[src/rtl/adc_i_scale_apply.sv]
// rtl/adc_i_scale_apply.sv - I-channel ADC gain apply: signed multiply, round, saturate, sync-aligned gain switch
// Scale word is debounced into a candidate and only promoted to the active gain on a frame sync.
module adc_i_scale_apply #(
    parameter int N_SAMP     = 2,
    parameter int SAMPLE_W   = 12,
    parameter int OUT_W      = 16,
    parameter int FRAC_SHIFT = 12,
    parameter int CNT_W      = 16
) (
    input  logic                       user_clk,
    input  logic                       user_rst_n,
    input  logic [31:0]                scale_word,
    input  logic [N_SAMP*SAMPLE_W-1:0] in_data,
    input  logic                       in_valid,
    input  logic                       in_sync,
    output logic [N_SAMP*OUT_W-1:0]    out_data,
    output logic                       out_valid,
    output logic                       out_sync,
    output logic [17:0]                gain_active,
    output logic                       bypass_active,
    input  logic                       sat_clr,
    output logic [CNT_W-1:0]           sat_count
);
    localparam int PROD_W = SAMPLE_W + 19;
    localparam int SUM_W  = PROD_W + 1;
    localparam int OUT_MAX_I = 2 ** (OUT_W - 1) - 1;
    localparam logic signed [SUM_W-1:0] OUT_MAX  = SUM_W'(OUT_MAX_I);
    localparam logic signed [SUM_W-1:0] OUT_MIN  = SUM_W'(-OUT_MAX_I - 1);
    localparam logic signed [SUM_W-1:0] RND_HALF = SUM_W'(2 ** (FRAC_SHIFT - 1));
    localparam logic [18:0] UNITY_SCALE = {1'b0, 18'h10000};
    localparam logic [CNT_W:0] CNT_MAX = {1'b0, {CNT_W{1'b1}}};

    // {bypass, gain}; scale_word[30:18] carries nothing we use
    logic [18:0] scale_q, scale_d, scale_prev_q, scale_prev_d;
    logic [18:0] cand_q, cand_d, act_q, act_d;
    logic        unused_scale_bits;

    logic [N_SAMP*SAMPLE_W-1:0] s1_data_q, s1_data_d, s2_data_q, s2_data_d;
    logic                       s1_valid_q, s1_valid_d, s1_sync_q, s1_sync_d;
    logic                       s2_valid_q, s2_valid_d, s2_sync_q, s2_sync_d;
    logic                       s2_byp_q, s2_byp_d;
    logic signed [PROD_W-1:0]   s2_prod_q [N_SAMP];
    logic signed [PROD_W-1:0]   s2_prod_d [N_SAMP];

    logic [N_SAMP*OUT_W-1:0] out_data_q, out_data_d;
    logic                    out_valid_q, out_valid_d, out_sync_q, out_sync_d;
    logic [CNT_W-1:0]        sat_count_q, sat_count_d;

    assign unused_scale_bits = ^scale_word[30:18];

    always_comb begin
        scale_d      = {scale_word[31], scale_word[17:0]};
        scale_prev_d = scale_q;
        // two matching consecutive samples reject a word torn by a CDC update
        cand_d       = (scale_q == scale_prev_q) ? scale_q : cand_q;
        act_d        = (in_valid && in_sync) ? cand_q : act_q;
        s1_data_d    = in_data;
        s1_valid_d   = in_valid;
        s1_sync_d    = in_valid && in_sync;
    end

    always_comb begin
        logic signed [SAMPLE_W-1:0] samp;
        logic signed [PROD_W-1:0]   samp_x;
        logic signed [PROD_W-1:0]   gain_x;
        gain_x     = PROD_W'($signed({1'b0, act_q[17:0]}));
        s2_data_d  = s1_data_q;
        s2_valid_d = s1_valid_q;
        s2_sync_d  = s1_sync_q;
        s2_byp_d   = act_q[18];
        for (int k = 0; k < N_SAMP; k++) begin
            samp         = $signed(s1_data_q[k*SAMPLE_W +: SAMPLE_W]);
            samp_x       = PROD_W'(samp);
            s2_prod_d[k] = samp_x * gain_x;
        end
    end

    always_comb begin
        logic signed [SAMPLE_W-1:0] samp;
        logic signed [SUM_W-1:0]    rnd;
        logic signed [OUT_W-1:0]    lane;
        logic [CNT_W:0]             sat_n;
        logic [CNT_W:0]             cnt_sum;
        out_data_d  = out_data_q;
        out_valid_d = s2_valid_q;
        out_sync_d  = s2_valid_q && s2_sync_q;
        sat_n       = '0;
        for (int k = 0; k < N_SAMP; k++) begin
            samp = $signed(s2_data_q[k*SAMPLE_W +: SAMPLE_W]);
            rnd  = SUM_W'(s2_prod_q[k]) + RND_HALF;
            rnd  = rnd >>> FRAC_SHIFT;
            if (s2_byp_q) begin
                lane = OUT_W'(samp);
                lane = lane <<< (OUT_W - SAMPLE_W);
            end else if (rnd > OUT_MAX) begin
                lane  = {1'b0, {(OUT_W-1){1'b1}}};
                sat_n = sat_n + (CNT_W+1)'(1);
            end else if (rnd < OUT_MIN) begin
                lane  = {1'b1, {(OUT_W-1){1'b0}}};
                sat_n = sat_n + (CNT_W+1)'(1);
            end else begin
                lane = rnd[OUT_W-1:0];
            end
            if (s2_valid_q) out_data_d[k*OUT_W +: OUT_W] = lane;
        end
        cnt_sum = {1'b0, sat_count_q} + (s2_valid_q ? sat_n : '0);
        if (sat_clr)                sat_count_d = '0;
        else if (cnt_sum > CNT_MAX) sat_count_d = '1;
        else                        sat_count_d = cnt_sum[CNT_W-1:0];
    end

    always_ff @(posedge user_clk) begin
        if (!user_rst_n) begin
            scale_q      <= UNITY_SCALE;
            scale_prev_q <= UNITY_SCALE;
            cand_q       <= UNITY_SCALE;
            act_q        <= UNITY_SCALE;
            s1_data_q    <= '0;
            s1_valid_q   <= 1'b0;
            s1_sync_q    <= 1'b0;
            s2_data_q    <= '0;
            s2_valid_q   <= 1'b0;
            s2_sync_q    <= 1'b0;
            s2_byp_q     <= 1'b0;
            for (int k = 0; k < N_SAMP; k++) s2_prod_q[k] <= '0;
            out_data_q   <= '0;
            out_valid_q  <= 1'b0;
            out_sync_q   <= 1'b0;
            sat_count_q  <= '0;
        end else begin
            scale_q      <= scale_d;
            scale_prev_q <= scale_prev_d;
            cand_q       <= cand_d;
            act_q        <= act_d;
            s1_data_q    <= s1_data_d;
            s1_valid_q   <= s1_valid_d;
            s1_sync_q    <= s1_sync_d;
            s2_data_q    <= s2_data_d;
            s2_valid_q   <= s2_valid_d;
            s2_sync_q    <= s2_sync_d;
            s2_byp_q     <= s2_byp_d;
            for (int k = 0; k < N_SAMP; k++) s2_prod_q[k] <= s2_prod_d[k];
            out_data_q   <= out_data_d;
            out_valid_q  <= out_valid_d;
            out_sync_q   <= out_sync_d;
            sat_count_q  <= sat_count_d;
        end
    end

    assign out_data      = out_data_q;
    assign out_valid     = out_valid_q;
    assign out_sync      = out_sync_q;
    assign gain_active   = act_q[17:0];
    assign bypass_active = act_q[18];
    assign sat_count     = sat_count_q;
endmodule
[config.mk]
export PLATFORM = sky130hd
export DESIGN_NAME = adc_i_scale_apply
export DESIGN_NICKNAME = d
export VERILOG_FILES = /design/src/rtl/adc_i_scale_apply.sv
export SDC_FILE = /design/constraint.sdc
export NUM_CORES = 1
export LEC_CHECK = 0
export CELL_PAD_IN_SITES_DETAIL_PLACEMENT = 1
export CELL_PAD_IN_SITES_GLOBAL_PLACEMENT = 1
export CORE_MARGIN = 10
export CORE_UTILIZATION = 51
export DETAILED_ROUTE_END_ITERATION = 6
export DONT_BUFFER_PORTS = 1
export GPL_TIMING_DRIVEN = 0
export PLACE_DENSITY_LB_ADDON = 0.1
export SLEW_MARGIN = 10
export SYNTH_ARGS = -nofsm -noshare
export SYNTH_HDL_FRONTEND = slang
export SYNTH_SLANG_ARGS = --single-unit
[constraint.sdc]
create_clock -name user_clk -period 7.2 [get_ports user_clk]
set_input_delay 0.72 -clock user_clk [delete_from_list [all_inputs] [get_ports user_clk]]
set_output_delay 0.72 -clock user_clk [all_outputs]
set_load 0.03 [all_outputs]
==> results.yml, run 1 <==
timing:
  final_min_period_over_clock_period_pct: 96.0
  report.final.hold_viol_count: 0
  fmax_ghz: 0.145
  rsz0062_at_grt: "no"
  finalWorstPathRequiredPeriod_ps: 6910
  final.setup.tns_ps: 0
  max_transition_viols_final: 0
  timing.final.setup_violations: 0
  skew_ps: 20.2
  timing_worst_slew_pin_value_ps: 968
  max_slew_margin_pct: 35.5
setup_path:
  startpoint: "s1_data_q[0]"
  critPathArrivalTime_ps: 7280
  critical_path.reg2reg.endpoint: "s2_prod_q[0][21]"
  crit_path_top_delay_cell: "dfxtp_1"
  cp-end-kind: "flop"
  critical_path.n_buffers_inverters: 4
  r2r-start: "s1_data_q[0]"
  regToRegSetupSlack_ps: 290
  required_ps: 7570
  path_common_cell: "fa_1"
  ff2ff_path_depth: 18
  cpPeakStageDelay_ps: 810
  start_kind: "flop"
  timing.critical_path.to: "s2_prod_q[0][21]"
  worstSetupPathDepth: 18
  critical_path.cell_chain: "clkbuf_1 -> nand2_1 -> fa_1 -> inv_1 -> fa_1 -> inv_1 -> fa_1 -> fa_1 -> inv_1 -> fa_1 -> ha_1 -> o2111ai_1 -> o21bai_1 -> o211ai_1 -> a31oi_1 -> o21ai_0 -> a211oi_1 -> nor3_1"
  critPathKind: "reg2reg"
  cpLargestDelayFamily: "adder cells"
  path_max_fanout: 10
detailed_routing:
  post_drt_wl_per_cell_um: 22.8
  route.vias.total: 16573
  detail_route.vias_per_cell: 5.61
  drtPass1Iterations: 5
  wl_um: 67500
  drc: 0
  final_antenna_net_count: 0
  drt_iter0_drc: 1023
grt:
  global_route.overflow_total: 0
  grt_pass1_wl_um: 106000
  via_count_of_the_first_global_routing_pass: 18601
  grt_start_max_net_pins: 14
  gr-usage-all-layers_pct: 27.1
  initial_antenna_violation_count: 3
clocking:
  clock_tree_from_tritoncts: "done"
  ctsLongestPathBuffers: 3
  ctsRootBufferMaster: "clkbuf_16"
  cts_htree_levels: 1
  cts_num_sinks: 219
  cts_made_buffers: 23
  clock_latency_ps: 520
  cts.clk_slew.worst_paths_ps: 60
power:
  p_sw_mw: 0.837
  share_clk_of_total_power_pct: 39.8
  switching_share_of_power_pct: 28.6
  p_per_area_nw_per_um2: 128
  pwr-share-comb_pct: 14.2
  pwr-share-seq_pct: 46.0
  leakage_nw: 10.7
  vdd_drop_max_mv: 0.192
  power_mw: 2.92
  intPower_mw: 2.09
floorplan:
  floorplan.die.width_um: 225
  num_rows: 75
  full_die_area_um2: 50700
  die_h_um: 225
  starting_density_of_the_core_pct: 51.4
  core_um2: 41800
  ios: 130
logic_synthesis:
  synth_cells: 2383
  warning_count_from_the_yosys_run: 0
  largest_cells_by_area_after_synthesis: "fa_1, dfxtp_1, ha_1"
  synth_edf_count: 0
  synth_top_area_cell: "fa_1"
  ys_dominant_reg_cell: "dfxtp_1"
  synth_most_common_cell: "inv_1"
  syn-num-nets: 2937
  synthArstFlopShare_pct: 0
  synthTopCellsByCount: "inv_1, nand2_1, fa_1, and2_1, dfxtp_1"
  synth.cell_area_um2: 21500
  ys_types: 64
  mean_post_synth_cell_area_um2: 9.01
  ys_ff_latch: 219
  synth_top_area_share_pct: 29.8
  sequential_fraction_of_the_synthesis_area_pct: 20.4
final_layout:
  area_growth_pct: 6.48
  design.final.nets: 2958
  insertedDiodeCount: 0
  layout.filler_cells: 4900
  final_layout_size_suffix_gt1_share_pct: 2.90
worst_hold_path:
  holdCritPathClass: "in2reg"
placement:
  gp_congestion: 0.913
  hpwlAfterDp_um: 54900
  port_buf_inserts: 0
job:
  max_cap_violations: 0
outcome:
  run_status: "completed"
-- worst min path at each step --
stage                     slack [ps]  cells past startpoint               end           start
final                            310                      1  scale_prev_d[16]  scale_word[16]
after global routing             310                      1      s1_data_q[1]      in_data[1]
after CTS                        300                      1  scale_prev_d[16]  scale_word[16]
after detailed placement         450                      2         act_q[17]      cand_q[17]
after global placement           440                      1          out_sync       s2_sync_q
after floorplan                  410                      1       out_valid_d      s1_valid_q
-- per-stage QoR --
step | setup WS (ps) | std cells | hold WS (ps) | cell area [um^2] | util [%]
global route | 5.12 | 2956 | 309 | 22800 | 54.7
floorplan | 1760 | 2383 | 412 | 21500 | -
detailed placement | 21.8 | 2922 | 453 | 22100 | 53.0
global placement | 128 | 2922 | 441 | 22100 | 53.0
CTS | 12.7 | 2960 | 298 | 22900 | 54.7
finish | 291 | 2956 | 313 | 22800 | 54.7
-- cell usage in the layout (no fill, tap or decap), drive strengths merged, types with 49 or more instances in the layout --
cell / netlist / final
xnor2: 49 / 49
fa: 319 / 319
nor2: 74 / 74
and2: 226 / 226
a21oi: 75 / 75
ha: 174 / 174
nand2: 364 / 364
clkbuf: 103 / 130
dfxtp: 219 / 219
inv: 367 / 367
-- state kept, by name, summed over array words and instances (netlist names) --
name	count
act_q	19
cand_q	19
out_data	32
out_sync	1
out_valid	1
out_valid_d	1
s1_data_q	24
s1_sync_q	1
s1_valid_q	1
s2_byp_q	1
s2_data_q	24
s2_prod_q	40
s2_sync_q	1
sat_count	16
scale_prev_d	19
scale_prev_q	19
-- cell families (layout without fill, tap and decap cells) --
family / after synthesis / count (layout) / share of synthesized area [%]
adder cells (fa/ha/maj): 493 / 493 / 39.9
flip-flops: 219 / 219 / 20.4
XOR/XNOR: 77 / 77 / 3.14
multiplexers: 24 / 24 / 1.13
buffers and inverters: 487 / 521 / 8.60
AND/OR/NAND/NOR: 853 / 853 / 19.8
AO/OA/AOI/OAI: 230 / 230 / 7.01
-- area by class of cell --
type / instances / area, um^2 / share of cell area (%)
multi-input cells: 1677 / 15200 / 66.7
clock buffers: 30 / 652 / 2.85
inverters: 367 / 1380 / 6.03
well taps: 539 / 674 / 2.95
clock inverters: 8 / 70.1 / 0.307
flip-flops and latches: 219 / 4390 / 19.2
plain buffers: 116 / 455 / 1.99
-- metal layers --
metal / up-vias / routed length (um) / global-route usage (%)
met2: 417 / 33500 / 47.5
met3: 89 / 3980 / 4.44
met5: - / 0 / 0
li1: 7451 / - / -
met1: 8616 / 28000 / 33.8
met4: 0 / 2050 / 7.65
-- timing repair --
action | 4_1_cts | 5_1_grt
setup buffers | 0 | 0
setup endpoints to repair | 0 | 8
hold buffers | 0 | 0
resized for setup | 0 | 8
-- power by group through the flow --
stage | Combinational, mW | Clock, mW | Sequential (mW)
2_1_floorplan | 0.287 | 0 | 1.34
3_3_place_gp | 0.408 | 0 | 1.36
3_5_place_dp | 0.421 | 0 | 1.36
4_1_cts | 0.426 | 1.17 | 1.33
5_1_grt | 0.465 | 1.24 | 1.35
6_report | 0.416 | 1.16 | 1.34
Power figures use the tool's default switching activity.
==> run 2: changes to the inputs <==
--- a/config.mk
+++ b/config.mk
@@ -12,7 +12,7 @@
 export DETAILED_ROUTE_END_ITERATION = 6
 export DONT_BUFFER_PORTS = 1
 export GPL_TIMING_DRIVEN = 0
-export PLACE_DENSITY_LB_ADDON = 0.1
+export PLACE_DENSITY = 0.92
 export SLEW_MARGIN = 10
 export SYNTH_ARGS = -nofsm -noshare
 export SYNTH_HDL_FRONTEND = slang
==> run 2 against run 1 <==
Net effect: the flow now finishes with violations (negative setup slack); first-iteration DRC count increased to 2.8 times the previous value; critical path depth decreased by 3; register-to-register slack got worse by 340 ps; sequential share of layout area decreased by 0.065 points; power increased by 8.1%; combinational power increased by 20%; routed wire length increased by 43%; sequential power about the same; global-route usage increased by 10 points; maximum frequency decreased by 4.7%; clock power increased by 12%; clock skew increased by 19 ps; critical path type unchanged.
==> results.yml, run 2 (synthesized netlist as in run 1, its figures left out) <==
outcome:
  run_status: "complete, but fails checks"
  violations: "negative setup slack"
detailed_routing:
  post_drt_wl_per_cell_um: 32.5
  wl_um: 96400
  final_antenna_net_count: 0
  drc: 0
  route.vias.total: 19786
  drt_iter0_drc: 2865
  drtPass1Iterations: 6
  detail_route.vias_per_cell: 6.67
final_layout:
  top_register: "s2_prod_q"
  sequential_cell_area_um2: 4400
  design.final.nets: 2958
  final_layout_size_suffix_gt1_share_pct: 4.50
  layout.filler_cells: 4758
  final_cell_mix: "inv_1, nand2_1, fa_1"
  finished_layout_cell_area_um2: 23000
  area_of_the_multi_input_gates_um2: 15200
  most_common_cell_after_layout_fill_and_taps_aside: "inv_1"
  largest_register_ff_count: 40
  area_growth_pct: 7.14
power:
  leakage_nw: 10.8
  vdd_drop_max_mv: 0.174
  pwr-share-seq_pct: 42.9
  pwr-share-comb_pct: 15.9
  intPower_mw: 2.14
  share_clk_of_total_power_pct: 41.2
  switching_share_of_power_pct: 32.3
  p_per_area_nw_per_um2: 137
  p_sw_mw: 1.02
grt:
  via_count_of_the_first_global_routing_pass: 22208
  grt_pass1_wl_um: 141000
  initial_antenna_violation_count: 13
  global_route.overflow_total: 0
  grt_start_max_net_pins: 15
  busiest_layer: "met2"
  global_route.usage.met1_pct: 40.0
  gr-usage-all-layers_pct: 37.5
  met2_usage_pct: 59.0
  grt.met3_usage_pct: 14.0
clocking:
  cts_num_sinks: 219
  cts_made_buffers: 25
  clock_tree_from_tritoncts: "done"
  clock_latency_ps: 590
  cts_htree_levels: 1
  cts.clk_slew.worst_paths_ps: 80
  ctsRootBufferMaster: "clkbuf_16"
  ctsLongestPathBuffers: 3
  cts-hold-fix-buffers: 0
setup_path:
  cp-end-kind: "flop"
  regToRegSetupSlack_ps: -50
  critPathKind: "reg2reg"
  path_max_fanout: 10
  start_kind: "flop"
  critPathArrivalTime_ps: 7720
  required_ps: 7670
floorplan:
  starting_density_of_the_core_pct: 51.4
  core_um2: 41800
  num_rows: 75
  die_h_um: 225
  ios: 130
  floorplan.die.width_um: 225
  full_die_area_um2: 50700
worst_hold_path:
  holdCritPathClass: "in2reg"
timing:
  report.final.hold_viol_count: 0
  postLayoutSetupSlackWorst_ps: -48.0
  finalWorstPathRequiredPeriod_ps: 7250
  max_slew_margin_pct: 19.1
  max_transition_viols_final: 0
  timing_worst_slew_pin_value_ps: 1210
  skew_ps: 38.9
  fmax_ghz: 0.138
  whs_ps: 259
  timing.final.setup_violations: 2
  final_min_period_over_clock_period_pct: 101
placement:
  hpwlAfterDp_um: 62900
  post_placement_cell_area_um2: 22100
  gp_congestion: 0.966
  port_buf_inserts: 0
job:
  max_cap_violations: 0
==> run 2: cell type report <==
class | instances | share of cell area (%)
flip-flops and latches | 219 | 19.1
clock buffers | 34 | 2.95
repair buffers | 1 | 0.0327
well taps | 539 | 2.93
inverters | 367 | 5.99
plain buffers | 113 | 2.10
diodes | 5 | 0.0544
clock inverters | 11 | 0.522
multi-input cells | 1677 | 66.3
==> run 2: routing by layer <==
metal / routed length, um / vias to the layer above
met5: 152 / -
met3: 12400 / 816
met2: 43100 / 1900
met1: 30900 / 9591
met4: 9780 / 16
li1: - / 7463
==> run 2: power groups by stage <==
stage	clock, mW	sequential [mW]	combinational, mW
after global routing	1.34	1.36	0.518
after CTS	1.29	1.34	0.474
after floorplan	0	1.34	0.287
final	1.30	1.36	0.501
after global placement	0	1.36	0.399
after detailed placement	0	1.36	0.444
==> run 2: critical path: stages (launching register included) <==
cell and delay [ps]:
dfxtp_2 750, clkdlybuf4s15_1 840, and2_1 270, fa_1 470, fa_1 510, fa_1 560, fa_1 550, fa_1 570
ha_1 430, a21o_1 190, a21oi_1 280, o21ai_0 220, o31ai_1 540, nor3b_2 190, o21ai_0 390, mux2_2 380
==> run 2: stage by stage <==
step	setup TNS, ps	setup slack (ps)	power (mW)	util (%)	cells
final	-93.5	-48.0	3.16	55.1	2966
after floorplan	0	1760	1.62	-	2383
after CTS	0	26.5	3.10	54.9	2967
after global routing	-66.1	-60.7	3.22	55.0	2962
after global placement	0	481	1.76	53.0	2922
after detailed placement	0	284	1.81	53.0	2922
==> run 2: final timing paths <==
path / start / end / cells past startpoint
hold reg to reg: s1_sync_q / s2_sync_q / 1
setup reg to reg: act_q[14] / s2_prod_q[0][61] / 15
hold / removal: in_data[14] / s1_data_q[14] / 1
setup / recovery: act_q[14] / s2_prod_q[0][61] / 15
==> run 2: timing repair <==
item                                    4_1_cts  5_1_grt
gates resized for setup                       2       70
hold endpoints to repair                      0        0
endpoints found under the setup margin        1       22
setup buffers                                 0        0
==> run 3: changes to the inputs <==
--- a/config.mk
+++ b/config.mk
@@ -5,10 +5,11 @@
 export SDC_FILE = /design/constraint.sdc
 export NUM_CORES = 1
 export LEC_CHECK = 0
+export ABC_AREA = 1
 export CELL_PAD_IN_SITES_DETAIL_PLACEMENT = 1
 export CELL_PAD_IN_SITES_GLOBAL_PLACEMENT = 1
 export CORE_MARGIN = 10
-export CORE_UTILIZATION = 51
+export CORE_UTILIZATION = 49
 export DETAILED_ROUTE_END_ITERATION = 6
 export DONT_BUFFER_PORTS = 1
 export GPL_TIMING_DRIVEN = 0
==> run 3 against run 2 <==
Net effect: highest routed layer unchanged; the flow now finishes without violations; critical path depth grew 2; critical endpoint unchanged; setup slack better by 500 ps; maximum frequency grew 7.4%; final cell count up 24%; hold slack lost 26 ps.
==> results.yml, run 3 <==
outcome:
  run_status: "completed"
clocking:
  cts_htree_levels: 1
  post_cts_setup_buffers: 0
  cts_made_buffers: 26
  clock_tree_from_tritoncts: "done"
  cts.clk_slew.worst_paths_ps: 80
  cts_num_sinks: 219
  clock_latency_ps: 580
  ctsRootBufferMaster: "clkbuf_16"
  cts-hold-fix-buffers: 0
  post_cts_resized: 0
  ctsLongestPathBuffers: 3
placement:
  post_placement_cell_area_um2: 23700
  gp_congestion: 0.941
  placement.setup.worst_slack_ps: 751
  hpwlAfterDp_um: 66200
  port_buf_inserts: 0
timing:
  report.final.hold_viol_count: 0
  finalWorstPathRequiredPeriod_ps: 6750
  fmax_ghz: 0.148
  postLayoutSetupSlackWorst_ps: 449
  final.setup.tns_ps: 0
  timing.final.setup_violations: 0
  timing_worst_slew_pin_value_ps: 1280
  final_min_period_over_clock_period_pct: 93.8
  rsz0062_at_grt: "no"
  whs_ps: 234
  skew_ps: 34.8
  max_transition_viols_final: 0
  max_slew_margin_pct: 14.4
grt:
  busiest_layer: "met2"
  grt.met3_usage_pct: 8.77
  via_count_of_the_first_global_routing_pass: 23512
  grt_pass1_wl_um: 132000
  initial_antenna_violation_count: 1
  grt_start_max_net_pins: 15
  gr-usage-all-layers_pct: 30.2
  global_route.usage.met1_pct: 32.9
  global_route.overflow_total: 0
  met2_usage_pct: 50.7
detailed_routing:
  final_antenna_net_count: 0
  route.vias.total: 20523
  drc: 0
  post_drt_wl_per_cell_um: 23.2
  drt_iter0_drc: 1380
  wl_um: 85300
  drtPass1Iterations: 5
  detail_route.vias_per_cell: 5.58
floorplan:
  floorplan.die.width_um: 236
  starting_density_of_the_core_pct: 49.4
  num_rows: 79
  die_h_um: 236
  ios: 130
  core_um2: 46500
  full_die_area_um2: 55900
final_layout:
  layout.filler_cells: 5851
  final_cell_mix: "nand2_1, inv_1, fa_1"
  finished_layout_cell_area_um2: 24600
  post-route-util_pct: 53.0
  sequential_cell_area_um2: 4380
  largest_register_ff_count: 40
  area_growth_pct: 7.38
  top_register: "s2_prod_q"
  design.final.nets: 3606
  most_common_cell_after_layout_fill_and_taps_aside: "nand2_1"
  final_layout_size_suffix_gt1_share_pct: 4.62
  insertedDiodeCount: 0
  area_of_the_multi_input_gates_um2: 15500
setup_path:
  start_kind: "flop"
  crit_path_top_delay_cell: "clkbuf_1"
  cpLargestDelayFamily: "adder cells"
  critical_path.cell_chain: "clkbuf_1 -> clkbuf_1 -> nand2_1 -> fa_1 -> inv_1 -> fa_1 -> fa_1 -> fa_1 -> fa_1 -> ha_1 -> a21oi_1 -> o21ai_0 -> a21oi_1 -> nand3_1 -> a21oi_1 -> o21ai_0 -> a21oi_1"
  path_max_fanout: 10
  critPathArrivalTime_ps: 7220
  required_ps: 7670
  path_common_cell: "fa_1"
  cp-end-kind: "flop"
  regToRegSetupSlack_ps: 450
  critical_path.n_buffers_inverters: 3
  critPathKind: "reg2reg"
  cpPeakStageDelay_ps: 670
  ff2ff_path_depth: 17
  worstSetupPathDepth: 17
logic_synthesis:
  synth_cells: 3024
  syn-num-nets: 3578
  ys_dominant_reg_cell: "dfxtp_1"
  synth.cell_area_um2: 22900
  synth_top_area_share_pct: 27.8
  post_synth_xor_area_fraction_pct: 2.29
  synth-compound-area-share_pct: 7.11
  synth_simple_gate_area_share_pct: 20.6
  warning_count_from_the_yosys_run: 0
  synth.mux.area_fraction_pct: 0
  ys_types: 46
  sequential_fraction_of_the_synthesis_area_pct: 19.1
  mean_post_synth_cell_area_um2: 7.59
  synthArstFlopShare_pct: 0
  ys_ff_latch: 219
  largest_cells_by_area_after_synthesis: "fa_1, dfxtp_1, nand2_1"
  synth-adder-area-share_pct: 37.3
  synth_most_common_cell: "nand2_1"
  dominant_combinational_cell_family_by_area_after_synthesis: "adder cells"
  synth_top_area_cell: "fa_1"
  synthTopCellsByCount: "nand2_1, inv_1, fa_1, dfxtp_1, nor2_1"
  synth_edf_count: 0
worst_hold_path:
  holdCritPathClass: "in2reg"
  hold_depth: 2
power:
  pwr-share-comb_pct: 35.0
  leakage_nw: 12.9
  pwr-share-seq_pct: 32.4
  p_sw_mw: 1.79
  p_per_area_nw_per_um2: 182
  intPower_mw: 2.70
  switching_share_of_power_pct: 39.9
  vdd_drop_max_mv: 0.236
  share_clk_of_total_power_pct: 32.7
job:
  max_cap_violations: 0
## run 3: power groups by stage
stage / registers, mW / logic [mW] / clock network [mW]
floorplan: 1.44 / 1.01 / 0
global placement: 1.47 / 1.39 / 0
detailed placement: 1.48 / 1.50 / 0
CTS: 1.45 / 1.53 / 1.48
global route: 1.47 / 1.72 / 1.52
finish: 1.45 / 1.57 / 1.47
## run 3: final timing paths
path / startpoint / endpoint
hold / removal: in_data[0] / s1_data_q[0]
hold reg to reg: s1_valid_q / out_valid_d
setup / recovery: act_q[10] / s2_prod_q[0][61]
setup reg to reg: act_q[10] / s2_prod_q[0][61]
## run 3: through the flow
| step | std cells | total power [mW] |
|---|---|---|
| after floorplan | 3024 | 2.44 |
| after global placement | 3631 | 2.86 |
| after detailed placement | 3631 | 2.98 |
| after CTS | 3678 | 4.46 |
| after global routing | 3678 | 4.71 |
| final | 3678 | 4.49 |
## run 3: layer usage
| layer | vias up | share of wire, % |
|---|---|---|
| met1 | 10104 | 36 |
| met3 | 397 | 9.4 |
| li1 | 9013 | - |
| met4 | 2 | 7.5 |
| met2 | 1007 | 47 |
| met5 | - | 0.015 |
## run 3: kinds of logic (layout without fill, tap and decap cells)
group / count (synthesis) / in the layout
compound gates: 295 / 295
xor+xnor: 60 / 60
fa+ha+maj: 493 / 493
buf+inv: 815 / 862
flops: 219 / 219
simple gates: 1142 / 1142
## run 3: worst reg2reg max path, stage by stage, from the launching register on
cell and delay [ps]:
dfxtp_1 540, clkbuf_1 550, clkbuf_1 670, nand2_1 360, fa_1 620, inv_1 120, fa_1 520, fa_1 520
fa_1 530, fa_1 510, ha_1 420, a21oi_1 240, o21ai_0 100, a21oi_1 180, nand3_1 210, a21oi_1 220
o21ai_0 100, a21oi_1 250
## run 3: area by class of cell
cell class / instances / share of cell area [%]
Multi-Input combinational cell: 1990 / 62.7
Buffer: 131 / 2.21
Inverter: 684 / 10.4
Clock buffer: 32 / 2.85
Clock inverter: 15 / 0.939
Sequential cell: 219 / 17.8
Tap cell: 607 / 3.08
